--- src/rtl/rs_ram8_arbiter.sv ---
// Two-requester round-robin access controller for a single-port 256x8 RAM with
// post-reset clear sweep, bounded lock holding and read-data return routing.
module rs_ram8_arbiter #(
    parameter bit          CLEAR_ON_RESET = 1'b1,
    parameter int unsigned MAX_LOCK       = 4
) (
    input  logic       clk,
    input  logic       rst_n,
    input  logic       req0,
    input  logic       req1,
    input  logic       we0,
    input  logic       we1,
    input  logic [7:0] addr0,
    input  logic [7:0] addr1,
    input  logic [7:0] di0,
    input  logic [7:0] di1,
    input  logic       lock0,
    input  logic       lock1,
    output logic       gnt0,
    output logic       gnt1,
    output logic       rvalid0,
    output logic       rvalid1,
    output logic [7:0] do0,
    output logic [7:0] do1,
    output logic [7:0] ram_addr,
    output logic [7:0] ram_di,
    output logic       ram_we,
    input  logic [7:0] ram_do,
    output logic       busy,
    output logic       state_dbg
);

    typedef enum logic {
        ST_CLEAR = 1'b0,
        ST_RUN   = 1'b1
    } state_t;

    localparam state_t     RESET_STATE = CLEAR_ON_RESET ? ST_CLEAR : ST_RUN;
    localparam logic [3:0] MAX_LOCK_C  = 4'(MAX_LOCK);

    state_t     state;
    state_t     state_next;
    logic [7:0] clr_addr;
    logic       last;
    logic       last_lock;
    logic [3:0] lock_cnt;
    logic [3:0] lock_cnt_next;
    logic       rd_pend;
    logic       rd_owner;

    logic       grant;
    logic       gsel;
    logic       other_req;

    // Grant selection: lock hold first, then single request, then round-robin tie.
    always_comb begin
        grant = 1'b0;
        gsel  = 1'b0;
        if (rst_n && state == ST_RUN) begin
            if (last_lock && (last ? req1 : req0) && lock_cnt < MAX_LOCK_C) begin
                grant = 1'b1;
                gsel  = last;
            end else if (req0 ^ req1) begin
                grant = 1'b1;
                gsel  = req1;
            end else if (req0 && req1) begin
                grant = 1'b1;
                gsel  = ~last;
            end
        end
    end

    always_comb begin
        other_req     = gsel ? req0 : req1;
        lock_cnt_next = 4'd0;
        if (other_req) begin
            if (gsel == last) begin
                lock_cnt_next = (lock_cnt == 4'hF) ? 4'hF : lock_cnt + 4'd1;
            end else begin
                lock_cnt_next = 4'd1;
            end
        end
    end

    always_comb begin
        state_next = state;
        if (state == ST_CLEAR && clr_addr == 8'hFF) begin
            state_next = ST_RUN;
        end
    end

    // RAM port mux; the sweep write is suppressed while reset is asserted.
    always_comb begin
        gnt0     = grant && !gsel;
        gnt1     = grant && gsel;
        ram_we   = 1'b0;
        ram_addr = 8'h00;
        ram_di   = 8'h00;
        if (state == ST_CLEAR) begin
            ram_addr = clr_addr;
            ram_we   = rst_n;
        end else if (grant) begin
            ram_addr = gsel ? addr1 : addr0;
            ram_di   = gsel ? di1 : di0;
            ram_we   = gsel ? we1 : we0;
        end
    end

    always_ff @(posedge clk or negedge rst_n) begin
        if (!rst_n) begin
            state     <= RESET_STATE;
            clr_addr  <= 8'h00;
            last      <= 1'b1;
            last_lock <= 1'b0;
            lock_cnt  <= 4'd0;
            rd_pend   <= 1'b0;
            rd_owner  <= 1'b0;
        end else begin
            state <= state_next;
            if (state == ST_CLEAR) begin
                clr_addr <= clr_addr + 8'd1;
            end
            if (grant) begin
                last      <= gsel;
                last_lock <= gsel ? lock1 : lock0;
                lock_cnt  <= lock_cnt_next;
                rd_pend   <= ~(gsel ? we1 : we0);
                rd_owner  <= gsel;
            end else begin
                last_lock <= 1'b0;
                lock_cnt  <= 4'd0;
                rd_pend   <= 1'b0;
            end
        end
    end

    assign rvalid0   = rd_pend && !rd_owner;
    assign rvalid1   = rd_pend && rd_owner;
    assign do0       = rvalid0 ? ram_do : 8'h00;
    assign do1       = rvalid1 ? ram_do : 8'h00;
    assign busy      = (state == ST_CLEAR);
    assign state_dbg = state;

endmodule

--- config.mk ---
export PLATFORM = sky130hd
export DESIGN_NAME = rs_ram8_arbiter
export DESIGN_NICKNAME = d
export VERILOG_FILES = /design/src/rtl/rs_ram8_arbiter.sv
export SDC_FILE = /design/constraint.sdc
export NUM_CORES = 1
export LEC_CHECK = 0
export BUFFER_PORTS_ARGS = -buffer_cell sky130_fd_sc_hd__buf_2
export CORE_MARGIN = 10
export CORE_UTILIZATION = 30
export DETAILED_ROUTE_END_ITERATION = 10
export SYNTH_ARGS = -nofsm -noshare
export SYNTH_HDL_FRONTEND = slang
export SYNTH_SLANG_ARGS = --single-unit
--- constraint.sdc ---
create_clock -name clk -period 2.3 [get_ports clk]
set_clock_uncertainty 0.15 [all_clocks]
set_input_delay 0.115 -clock clk [delete_from_list [all_inputs] [get_ports clk]]
set_output_delay 0.115 -clock clk [all_outputs]
set_load 0.01 [all_outputs]
==> results.ini <==
[power]
p_switching_w=0.000138
intPower_w=0.000469
p_comb_share_pct=14.0
ir_worst_vdd_mv=0.171
p_leak_nw=1.08
clockPowerShare_pct=36.7
p_seq_share_pct=49.3
power_density_nw_per_um2=310
swShare_pct=22.7

[route]
num_vias=1406
drc=0
first_pass_iters=4
routedWlPerCell_um=15.2
viasPerCell=4.87
drtIter0Drc=66
ant_nets=0
drt_wl_total_mm=4.40

[sta]
slew_headroom_pct=73.0
fin_crit_sh_pct=107
fmax_mhz=407
slew_violations=0
period_minus_slack_ps=2460
tightest_slew_ps=404
rsz0062_at_grt=true
timing.final.ws_setup_ps=-155
setup_viol=17
hold_violations=0

[status]
status=finished with violations
violations=setup timing

[setup_path]
start_kind=flop
crit_fanout=6
worstPathArrival_ps=2190
crit_path_end_kind=primary output
rr_worst_depth=7
criticalPathCategory=flop to primary output
cp.required_ps=2040

[global_routing]
grt-ovfl-total=0
grt_pass1_vias=1476
grt.total_usage_pct=11.3
grt_pass1_wl_mm=6.84
antenna_found_initial=1
grt_max_degree=16

[place]
routabilityCongestion=0.776
portBuffers=86
place_hpwl_mm=3.55
placed_area_um2=1790
dp_slack_ps=32.7

[min_path]
hold_path.class=input pin to asynchronous set/reset pin

[yosys]
synth_warnings=0
synth_area_um2=1260
netlist_instances=136
syn-num-nets=188
synth-seq-area-share_pct=33.9
synth_area_per_cell_um2=9.26
ys_seq_elements=17
synth_cell_types=40

[floorplanning]
die_w_um=84.8
rows=23
start_util_pct=31.3
die-area_um2=7190
ioPinCount=87
fp.dieH_um=84.8
core_area_um2=4030

[clock_tree]
insertion_delay_ps=250
htreeDepth=1
root_buffer=clkbuf_8
cts_tree=built
cts_buffer_depth=2
numCtsBuffers=3
cts.sinks=17
clk_pin_slew_ps=60

[cells_and_area]
syn_to_final_growth_pct=55.6
multi_input_area_um2=795
nets=291
register_area_um2=429
layout_commonest_cell=buf_2
fillCellCount=396
drive_gt1_share_pct=47.1
layout_common_cells=buf_2 (83), dfrtp_1 (14), buf_4 (11), and2_1 (10)
fin_util_pct=48.7
fin_area_um2=1960

[flow_run]
cap_violations=0

## Yosys cell counts, drive strengths merged
library cell / count / area share [%]
dfstp: 1 / 2.1
buf: 2 / 0.79
and3: 8 / 4.0
nor2: 3 / 0.89
and3b: 1 / 0.70
a31oi: 2 / 0.99
o22ai: 2 / 0.99
inv: 9 / 2.7
nor4: 1 / 0.99
nor3b: 3 / 2.7
a221o: 2 / 1.6
clkbuf: 3 / 0.89
a22o: 9 / 6.3
nor3: 2 / 0.79
xor2: 1 / 0.70
mux2: 3 / 3.0
a22oi: 5 / 3.4
nand3b: 1 / 0.60
a21o: 2 / 1.2
ha: 4 / 4.0
nand2: 9 / 2.7
o21bai: 1 / 0.60
dfrtp: 16 / 32
a21oi: 1 / 0.40
nor2b: 5 / 2.5
mux2i: 2 / 1.6
o21ba: 1 / 0.79
nand3: 8 / 3.2
o21ai: 7 / 2.8
a221oi: 2 / 3.3
xnor2: 6 / 4.2
nand4: 3 / 1.5
and2: 10 / 5.0
a211o: 1 / 0.70
## stage by stage
| step | cells | power (W) | hold slack, ps | TNS (ps) |
|---|---|---|---|---|
| after floorplan | 136 | 0.000324 | -331 | 0 |
| after global placement | 275 | 0.000380 | -183 | 0 |
| after detailed placement | 275 | 0.000380 | -179 | 0 |
| after CTS | 286 | 0.000615 | 82.1 | -2180 |
| after global routing | 289 | 0.000636 | 106 | -3560 |
| final | 289 | 0.000607 | 77.7 | -2100 |
## flip-flops by register name (all words and copies together), names as in the netlist
register / count
rd_owner: 1
state_dbg: 1
lock_cnt: 4
last_lock: 1
last: 1
clr_addr: 8
rd_pend: 1
## path summary, 6_finish.rpt
kind,start,end,slack [ps]
max reg2reg,lock_cnt[3]$_DFF_PN0_,lock_cnt[0]$_DFF_PN0_,120
min reg2reg,clr_addr[3]$_DFFE_PN0N_,clr_addr[3]$_DFFE_PN0N_,350
max,last$_DFFE_PN1P_,ram_addr[1],-160
min,rst_n,clr_addr[7]$_DFFE_PN0N_,80
min in group clk,req1,lock_cnt[2]$_DFF_PN0_,180
max in group asynchronous,rst_n,last$_DFFE_PN1P_,1420
## power by group through the flow
stage          Sequential, W  Clock (W)  Combinational, W
3_3_place_gp        0.000305          0         0.0000753
6_report            0.000299   0.000223         0.0000850
4_1_cts             0.000299   0.000232         0.0000842
3_5_place_dp        0.000305          0         0.0000753
5_1_grt             0.000299   0.000242         0.0000947
2_1_floorplan       0.000305          0         0.0000190
## repair_timing
action                                  4_1_cts  5_1_grt
gates cloned                                  0        0
hold buffers                                  5        0
pin swaps                                     5        3
hold endpoints to repair                     18        0
endpoints found under the setup margin       18       19
gates resized for setup                       6        7
setup buffers                                 2        2
## cell families after synthesis
group / synth area share [%]
muxes: 4.57
buffers and inverters: 4.37
adders and majority gates: 3.97
AOI/OAI and AO/OA: 22.9
and+or+nand+nor: 25.4
xor gates and xnor gates: 4.87
DFF: 33.9
## metal layers
metal	routed length, um	up-vias	part of all wire (%)	global-route usage [%]
met5	0	-	0	0
met4	40	0	0.91	4.49
met3	557	4	13	6.38
met2	1960	68	44	17.6
met1	1850	633	42	12.4
li1	-	701	-	-
## critical path: stages, from the launching register on
cell and delay, ps:
dfstp_2 540, mux2_4 300, a211o_1 310, a221oi_4 320
buf_6 180, a22oi_1 80, o21ai_1 70, buf_2 140
## area by class of cell
cell class                 instances  share of cell area, %
multi-input combinational        105                   40.5
inverter                           9                   1.72
sequential                        17                   21.9
clock buffer                       4                   2.30
tap                               50                   3.19
antenna                            1                  0.128
timing repair buffer             103                   30.2
Note: power is estimated with default switching activity, not from simulation.
